===== src/rtl/cursor_place_ctrl.sv =====
// Cursor holder and stone placement sequencer for the board game.
// Moves the cursor with wrap-around and runs a read-check-write cycle on the board RAM.
module cursor_place_ctrl #(
    parameter int         BOARD_N     = 6,
    parameter logic [1:0] FIRST_STONE = 2'b01
) (
    input  logic       clk,
    input  logic       rst_n,
    input  logic       btn_up,
    input  logic       btn_down,
    input  logic       btn_left,
    input  logic       btn_right,
    input  logic       btn_place,
    output logic [2:0] cursor_x,
    output logic [2:0] cursor_y,
    input  logic [5:0] cell_addr,
    output logic [5:0] board_addr,
    output logic       board_rd_en,
    input  logic [1:0] board_rd_data,
    output logic       board_wr_en,
    output logic [1:0] board_wr_data,
    output logic [1:0] turn,
    output logic       busy,
    output logic       placed,
    output logic       rejected,
    output logic [5:0] stone_count,
    output logic       board_full
);

    localparam logic [2:0] MAXC  = 3'(BOARD_N - 1);
    localparam logic [5:0] CELLS = 6'(BOARD_N * BOARD_N);

    typedef enum logic [2:0] {IDLE, READ, CHECK, WRITE, REJECT} state_t;
    state_t state, state_nxt;

    function automatic logic [2:0] step_axis(input logic [2:0] c, input logic dec, input logic inc);
        logic [2:0] r;
        r = c;
        if (dec && !inc)      r = (c == 3'd0) ? MAXC : c - 3'd1;
        else if (inc && !dec) r = (c == MAXC) ? 3'd0 : c + 3'd1;
        return r;
    endfunction

    always_comb begin
        state_nxt = state;
        case (state)
            IDLE:    if (btn_place) state_nxt = board_full ? REJECT : READ;
            READ:    state_nxt = CHECK;
            CHECK:   state_nxt = (board_rd_data == 2'b00) ? WRITE : REJECT;
            WRITE:   state_nxt = IDLE;
            REJECT:  state_nxt = IDLE;
            default: state_nxt = IDLE;
        endcase
    end

    always_ff @(posedge clk) begin
        if (!rst_n) begin
            state       <= IDLE;
            cursor_x    <= 3'd0;
            cursor_y    <= 3'd0;
            board_addr  <= 6'd0;
            turn        <= FIRST_STONE;
            stone_count <= 6'd0;
        end else begin
            state <= state_nxt;
            if (state == IDLE) begin
                cursor_x <= step_axis(cursor_x, btn_up, btn_down);
                cursor_y <= step_axis(cursor_y, btn_left, btn_right);
                // Address is taken from the pre-move cursor decoded this cycle.
                if (btn_place && !board_full) board_addr <= cell_addr;
            end
            if (state == WRITE) begin
                turn <= (turn == 2'b01) ? 2'b10 : 2'b01;
                if (stone_count != CELLS) stone_count <= stone_count + 6'd1;
            end
        end
    end

    assign busy          = (state != IDLE);
    assign board_rd_en   = (state == READ);
    assign board_wr_en   = (state == WRITE);
    assign board_wr_data = turn;
    assign placed        = (state == WRITE);
    assign rejected      = (state == REJECT);
    assign board_full    = (stone_count == CELLS);

endmodule


===== config.mk =====
export PLATFORM = sky130hd
export DESIGN_NAME = cursor_place_ctrl
export DESIGN_NICKNAME = d
export VERILOG_FILES = /design/src/rtl/cursor_place_ctrl.sv
export SDC_FILE = /design/constraint.sdc
export NUM_CORES = 1
export LEC_CHECK = 0
export ABC_CLOCK_PERIOD_IN_PS = 4700
export CORE_MARGIN = 2
export CORE_UTILIZATION = 47
export DETAILED_ROUTE_END_ITERATION = 12
export GPL_TIMING_DRIVEN = 0
export PLACE_DENSITY = 0.83
export RECOVER_POWER = 50
export SETUP_SLACK_MARGIN = 0.05
export SYNTH_ARGS = -nofsm -noshare
export SYNTH_HDL_FRONTEND = slang
export SYNTH_SLANG_ARGS = --single-unit

===== constraint.sdc =====
create_clock -name clk -period 4.7 [get_ports clk]
set_input_delay 0.94 -clock clk [delete_from_list [all_inputs] [get_ports clk]]
set_output_delay 0.94 -clock clk [all_outputs]
set_load 0.01 [all_outputs]

==> results of run 1 <==
-- synth_stat cells, types with 3 or more instances --
cell,number
nor2_1,14
buf_6,3
nor4b_1,3
buf_4,4
nor3_1,3
o21ai_0,16
a21oi_1,5
ha_1,6
nand2_1,13
nand3b_1,3
a31oi_1,3
inv_1,10
nand3_1,9
dfxtp_1,23
nor3b_1,3
-- layer usage --
metal | vias to the layer above | share of wire, % | global-route usage [%]
met1 | 553 | 45 | 25.4
li1 | 593 | - | -
met2 | 36 | 48 | 35.5
met3 | 4 | 5.9 | 4.37
met4 | 0 | 1.0 | 6.67
met5 | - | 0 | 0
-- sequential cells by signal, indices dropped and copies added (netlist names) --
signal and count:
cursor_x 3, board_addr 6, cursor_y 3, state 3, stone_count 6, board_wr_data 2
-- worst max-delay path, delay by kind of cell (launching register included) --
kind	cells	cell delay (ps)
buf+inv	3	730
flops	1	380
simple gates	2	350
fa+ha+maj	1	140
-- cells by family after synthesis --
family | count (synthesis) | synth area share [%]
multiplexers | 3 | 2.61
AND/OR/NAND/NOR | 62 | 27.6
AO/OA/AOI/OAI | 28 | 13.9
XOR/XNOR | 3 | 2.19
flip-flops | 23 | 38.4
buffers and inverters | 19 | 9.07
adder cells (fa/ha/maj) | 6 | 6.26
-- cells in the final DEF, fill, tap and decap left out, types with 2 or more instances in the layout --
| cell type | count |
|---|---|
| clkdlybuf4s50_1 | 34 |
| buf_6 | 2 |
| clkbuf_4 | 3 |
| a31oi_1 | 3 |
| o211ai_1 | 2 |
| clkbuf_1 | 5 |
| and3_1 | 2 |
| xnor2_1 | 2 |
| dfxtp_1 | 23 |
| buf_4 | 3 |
| a21oi_1 | 5 |
| inv_1 | 10 |
| nand4_1 | 2 |
| dlygate4sd3_1 | 7 |
| o21ai_0 | 16 |
| nor3_1 | 3 |
| nor2_1 | 16 |
| and2_1 | 2 |
| nand2_1 | 13 |
| nor3b_1 | 3 |
| nor4b_1 | 3 |
| mux2i_1 | 2 |
| ha_1 | 6 |
| nand3_1 | 9 |
| nand3b_1 | 3 |
-- through the flow --
stage	hold slack [ps]	cell area (um^2)	std cells	utilization, %	setup slack [ps]
finish	470	1650	219	67.0	1860
global route	511	1650	219	67.0	1680
CTS	477	1670	219	68.2	1810
detailed placement	456	1650	215	67.1	2180
global placement	445	1650	215	67.1	2190
floorplan	480	1200	144	-	2690
-- path summary, 6_finish.rpt --
path                   from             to  cells after the start
max          stone_count[0]     board_full                      6
min reg2reg   board_addr[5]  board_addr[5]                      2
min           board_addr[5]  board_addr[5]                      2
max reg2reg  stone_count[0]  board_addr[1]                      6
-- power groups by stage --
stage	clock network, mW	logic (mW)	registers, mW
6_report	0.0899	0.102	0.221
5_1_grt	0.101	0.115	0.223
4_1_cts	0.0929	0.109	0.221
3_5_place_dp	0	0.109	0.225
3_3_place_gp	0	0.104	0.224
2_1_floorplan	0	0.0558	0.227
-- cell type report --
cell class	instances	area [um^2]
Buffer	9	60.1
Clock buffer	4	26.3
Fill cell	212	810
Inverter	10	37.5
Multi-Input combinational cell	102	613
Sequential cell	23	460
Tap cell	30	37.5
Timing Repair Buffer	41	410
==> metrics.md, run 1 <==
| Metric | Value |
|---|---|
| Worst Hold Class | flop to flop |
| CP Class | flop to primary output |
| Period utilisation layout | 60.5% |
| Synth area leader | dfxtp_1 |
| TritonCTS buffer count | 3 |
| Setup crit end kind | primary output |
| Final hold violations | 0 |
| Die outline height | 54.5 um |
| Max_cap viols | 0 |
| Hpwl dp | 2050 um |
| Setup crit start kind | flop |
| Top-area cell type share of the netlist area | 38.4% |
| Pwr Density | 251 mW/mm^2 |
| Congestion Overflow GR | 0 |
| Flops & latches, synth | 23 |
| DRT Pass-1 Iters | 4 |
| RSZ-0062 raised after global routing | no |
| Ys flop type | dfxtp_1 |
| DR vias/cell | 5.42 |
| First-pass GRT wire length | 4460 um |
| Status | finished, final reports clean |
| Min Clock Period, post-route | 2840 ps |
| DR iter-0 viols | 34 |
| CP Data Arrival Time | 1900 ps |
| Layout cells sized above 1 | 4.76% |
| Routed via count | 1186 |
| Synth async-reset ratio | 0% |
| CP max FO | 5 |
| CTS tree | yes |
| Endpoints failing setup | 0 |
| Overall Global Routing Usage | 20.6% |
| Vias in the first global route | 1071 |
| Seq pwr share | 53.5% |
| Number of synthesized flops with an enable pin | 0 |
| Max rail drop VDD | 203 uV |
| Crit path cell chain | inv_1 > ha_1 > and4bb_1 > nand2_1 > inv_1 > clkdlybuf4s50_1 |
| Largest cells by area after synthesis | dfxtp_1 (38%), o21ai_0 (6.7%), ha_1 (6.3%) |
| PnR Total Power | 0.413 mW |
| Pin count of the biggest net entering global routing | 13 |
| Die Area | 0.00297 mm^2 |
| WL final | 2710 um |
| Slew Limit Fails | 0 |
| Area added between synthesis and finish | 37.1% |
| F_max | 0.352 GHz |
| Sw Pwr | 0.118 mW |
| I/O pin count | 43 |
| Synth warnings | 0 |
| Initial antenna violation count | 0 |
| Clock skew | 5.46 ps |
| Cell-internal power | 0.295 mW |
| Slowest CP cell | clkdlybuf4s50_1 |
| Worst-path clk slew | 120 ps |
| Critical Path Max Stage Delay | 540 ps |
| Seq/Total Area, Yosys | 38.4% |
| Starting Density | 48.9% |
| Residual DRC | 0 |
| Routed WL per cell | 12.4 um |
| Chip width | 54.5 um |
| Worst skew pair latency | 310 ps |
| Combinational share of power | 24.8% |
| Longest Clk Path Bufs | 2 |
| Post-CTS Resized | 0 |
| I/O Buffers | 41 |
| Most used cell, CP | inv_1 |
| Routed Antenna Nets | 0 |
| GP Congestion | 0.732 |
| Hold buffers post-CTS | 0 |
| Slew HR | 69.6% |
| Clock Power Share | 21.7% |
| Net Count, Synth | 165 |
| Slew @ Worst Pin | 456 ps |
| H-tree depth | 1 |
| Reg2reg setup slack | 2730 ps |
| Netlist cell types | 33 |
| Mapped Avg Cell Area | 8.33 um^2 |
| N_diodes | 0 |
| Fin Setup TNS | 0 ps |
| Critical Path RT | 3760 ps |
| Post-CTS Setup Bufs | 0 |
| Leakage | 0.637 nW |
| Num rows | 18 |
| Net Sw Frac | 28.5% |
| CTS root buf | clkbuf_4 |
| Core ar. | 0.00245 mm^2 |
| Mapped Area | 0.00120 mm^2 |
| Post-Synthesis Cells | 144 |
| Sink Count | 23 |
| # nets final | 211 |
Note: power is estimated with default switching activity, not from simulation.
==> inputs of run 2 (changes only) <==
ABC_CLOCK_PERIOD_IN_PS = 2700   (was 4700)
CORE_UTILIZATION = 44   (was 47)
PLACE_DENSITY = 0.79   (was 0.83)
clock period = 2.7 ns   (was 4.7 ns; I/O delays follow)
==> run 2 against run 1 <==
  * Non-clock buffer count stayed put
  * Final area is 0.30% higher
  * Sequential power is 74% higher
  * Critical path depth stayed put
  * Utilization is 1.6 points lower
  * Via count is 3.1% lower
  * Cell count stayed put
  * Count of clock-buffer cells in the layout is 1 lower
  * First-iteration DRC count is 12% lower
  * Die area is 6.3% higher
  * Worst hold slack worse by 2.0 ps
==> metrics.md, run 2 (synthesis gave the netlist of run 1 again) <==
| Metric | Value |
|---|---|
| CP Data Arrival Time | 1880 ps (-20 ps) |
| Reg2reg path depth | 6 (unchanged) |
| Initial antenna violation count | 0 (unchanged) |
| Pin count of the biggest net entering global routing | 14 (+1) |
| Core ar. | 0.00252 mm^2 (+2.8%) |
| Cell-internal power | 0.512 mW (+73%) |
| Setup crit start kind | flop |
| Fin Setup TNS | 0 ps (unchanged) |
| R2r startpoint | stone_count[0] |
| Reg2reg setup slack | 760 ps (-1970 ps) |
| Critical Path RT | 2160 ps (-1600 ps) |
| Hold buffers post-CTS | 0 (unchanged) |
| GP Congestion | 0.739 (+0.92%) |
| Register area | 460 um^2 (unchanged) |
| Area occupied by multi-input gates | 613 um^2 (unchanged) |
| Combinational share of power | 24.4% (-0.4 points) |
| Overall Global Routing Usage | 17.9% (-2.7 points) |
| Slew Limit Fails | 0 (unchanged) |
| Pwr Density | 436 mW/mm^2 (+73%) |
| Congestion Overflow GR | 0 (unchanged) |
| Die outline height | 56.2 um (+3.1%) |
| DR vias/cell | 5.25 (-3.1%) |
| Vias in the first global route | 1086 (+1.4%) |
| Chip width | 56.2 um (+3.1%) |
| Most frequent cells in the layout | clkdlybuf4s50_1 (34), dfxtp_1 (23), nor2_1 (16), o21ai_0 (16), nand2_1 (13) |
| I/O pin count | 43 (unchanged) |
| F_max | 0.414 GHz |
| Setup crit end kind | primary output |
| Routed via count | 1149 (-3.1%) |
| Hold Path End | board_addr[3] |
| # nets final | 211 (unchanged) |
| Post-CTS Setup Bufs | 0 (unchanged) |
| Reg-to-reg endpoint | board_addr[0] |
| Hold Path Origin | board_addr[3] |
| Worst skew pair latency | 310 ps (about the same) |
| Slew @ Worst Pin | 452 ps (-3.90 ps) |
| Largest registers | board_addr (6), stone_count (6) |
| Sink Count | 23 (unchanged) |
| Clock skew | 6.05 ps (+0.587 ps) |
| Worst Hold Class | flop to flop |
| Max_cap viols | 0 (unchanged) |
| Hpwl dp | 1980 um (-3.5%) |
| CTS tree | yes |
| RSZ-0062 raised after global routing | no |
| CP max FO | 5 (unchanged) |
| Fillers | 228 (+7.5%) |
| Min Clock Period, post-route | 2420 ps |
| DRT Pass-1 Iters | 4 (unchanged) |
| H-tree depth | 1 (unchanged) |
| Routed Antenna Nets | 0 (unchanged) |
| Die Area | 0.00316 mm^2 (+6.3%) |
| Layout cells sized above 1 | 5.82% (+1.1 points) |
| Final hold violations | 0 (unchanged) |
| Worst-path clk slew | 120 ps (about the same) |
| N_diodes | 0 (unchanged) |
| Leakage | 0.645 nW (+1.4%) |
| Slew HR | 69.8% (+0.26 points) |
| Status | finished, final reports clean |
| Sw Pwr | 0.207 mW (+76%) |
| Endpoints failing setup | 0 (unchanged) |
| Area added between synthesis and finish | 37.5% |
| Period utilisation layout | 89.5% |
| Net Sw Frac | 28.9% (+0.35 points) |
| I/O Buffers | 41 (unchanged) |
| Max rail drop VDD | 397 uV (+95%) |
| Longest Clk Path Bufs | 2 (unchanged) |
| CTS root buf | clkbuf_4 |
| Utilization after layout | 65.4% (-1.6 points) |
| DR iter-0 viols | 30 (-12%) |
| Routed WL per cell | 11.9 um (-3.7%) |
| CP Class | flop to primary output |
| Clock Power Share | 22.3% (+0.6 points) |
| Most common cell after layout, fill and taps aside | clkdlybuf4s50_1 |
| Seq pwr share | 53.3% (-0.2 points) |
| WL final | 2610 um (-3.7%) |
| Starting Density | 47.6% (-1.3 points) |
| WHS Path Cells | 2 (unchanged) |
| Post-CTS Resized | 0 (unchanged) |
| TritonCTS buffer count | 3 (unchanged) |
| Residual DRC | 0 (unchanged) |
| First-pass GRT wire length | 4600 um (+2.9%) |
| Num rows | 18 (unchanged) |
==> run 2: cell types whose count changed in the layout (fill, tap and decap cells not counted), sizes merged <==
cell and delta:
buf +1, clkbuf -2, clkinv +1
==> run 2: critical path, cell delays in order (launching register included) <==
cell	delay (ps)
dfxtp_1	390
inv_1	80
ha_1	140
and4bb_1	240
nand2_1	90
inv_1	100
clkdlybuf4s50_1	540
==> run 2: final cells by class <==
class                           count  share of cell area [%]
Inverter                           10                    2.27
Multi-Input combinational cell    102                    37.1
Buffer                              9                    3.87
Timing Repair Buffer               41                    24.9
Tap cell                           30                    2.27
Clock inverter                      1                   0.303
Sequential cell                    23                    27.9
Clock buffer                        3                    1.36
==> run 2: power by group through the flow <==
| stage | logic, mW | registers [mW] | clock network (mW) |
|---|---|---|---|
| final | 0.175 | 0.384 | 0.160 |
| after global routing | 0.196 | 0.388 | 0.182 |
| after CTS | 0.187 | 0.384 | 0.167 |
| after detailed placement | 0.186 | 0.391 | 0 |
| after global placement | 0.181 | 0.390 | 0 |
| after floorplan | 0.0971 | 0.396 | 0 |
==> run 2: routing by layer <==
metal | up-vias | routed length (um) | global-route usage [%]
li1 | 592 | - | -
met4 | 0 | 20 | 6.12
met3 | 4 | 215 | 4.65
met5 | - | 0 | 0
met2 | 44 | 1240 | 31.8
met1 | 509 | 1130 | 20.6
==> run 2: worst max path at each step <==
stage          slack (ps)  depth (start not counted)              to            from
4_1_cts               210                          6      board_full  stone_count[0]
2_1_floorplan         990                          7  stone_count[3]  stone_count[0]
6_report              280                          6      board_full  stone_count[0]
3_5_place_dp          580                          6      board_full  stone_count[0]
3_3_place_gp          610                          6      board_full  stone_count[0]
5_1_grt               170                          6      board_full  stone_count[0]
==> run 2: stage by stage <==
step           hold slack, ps  power, mW  cells  worst slack [ps]  area (um^2)
2_1_floorplan             480      0.493    144               986         1200
3_3_place_gp              444      0.571    215               606         1650
3_5_place_dp              452      0.577    215               584         1650
4_1_cts                   475      0.738    219               207         1680
5_1_grt                   492      0.765    219               166         1650
6_report                  468      0.719    219               284         1650
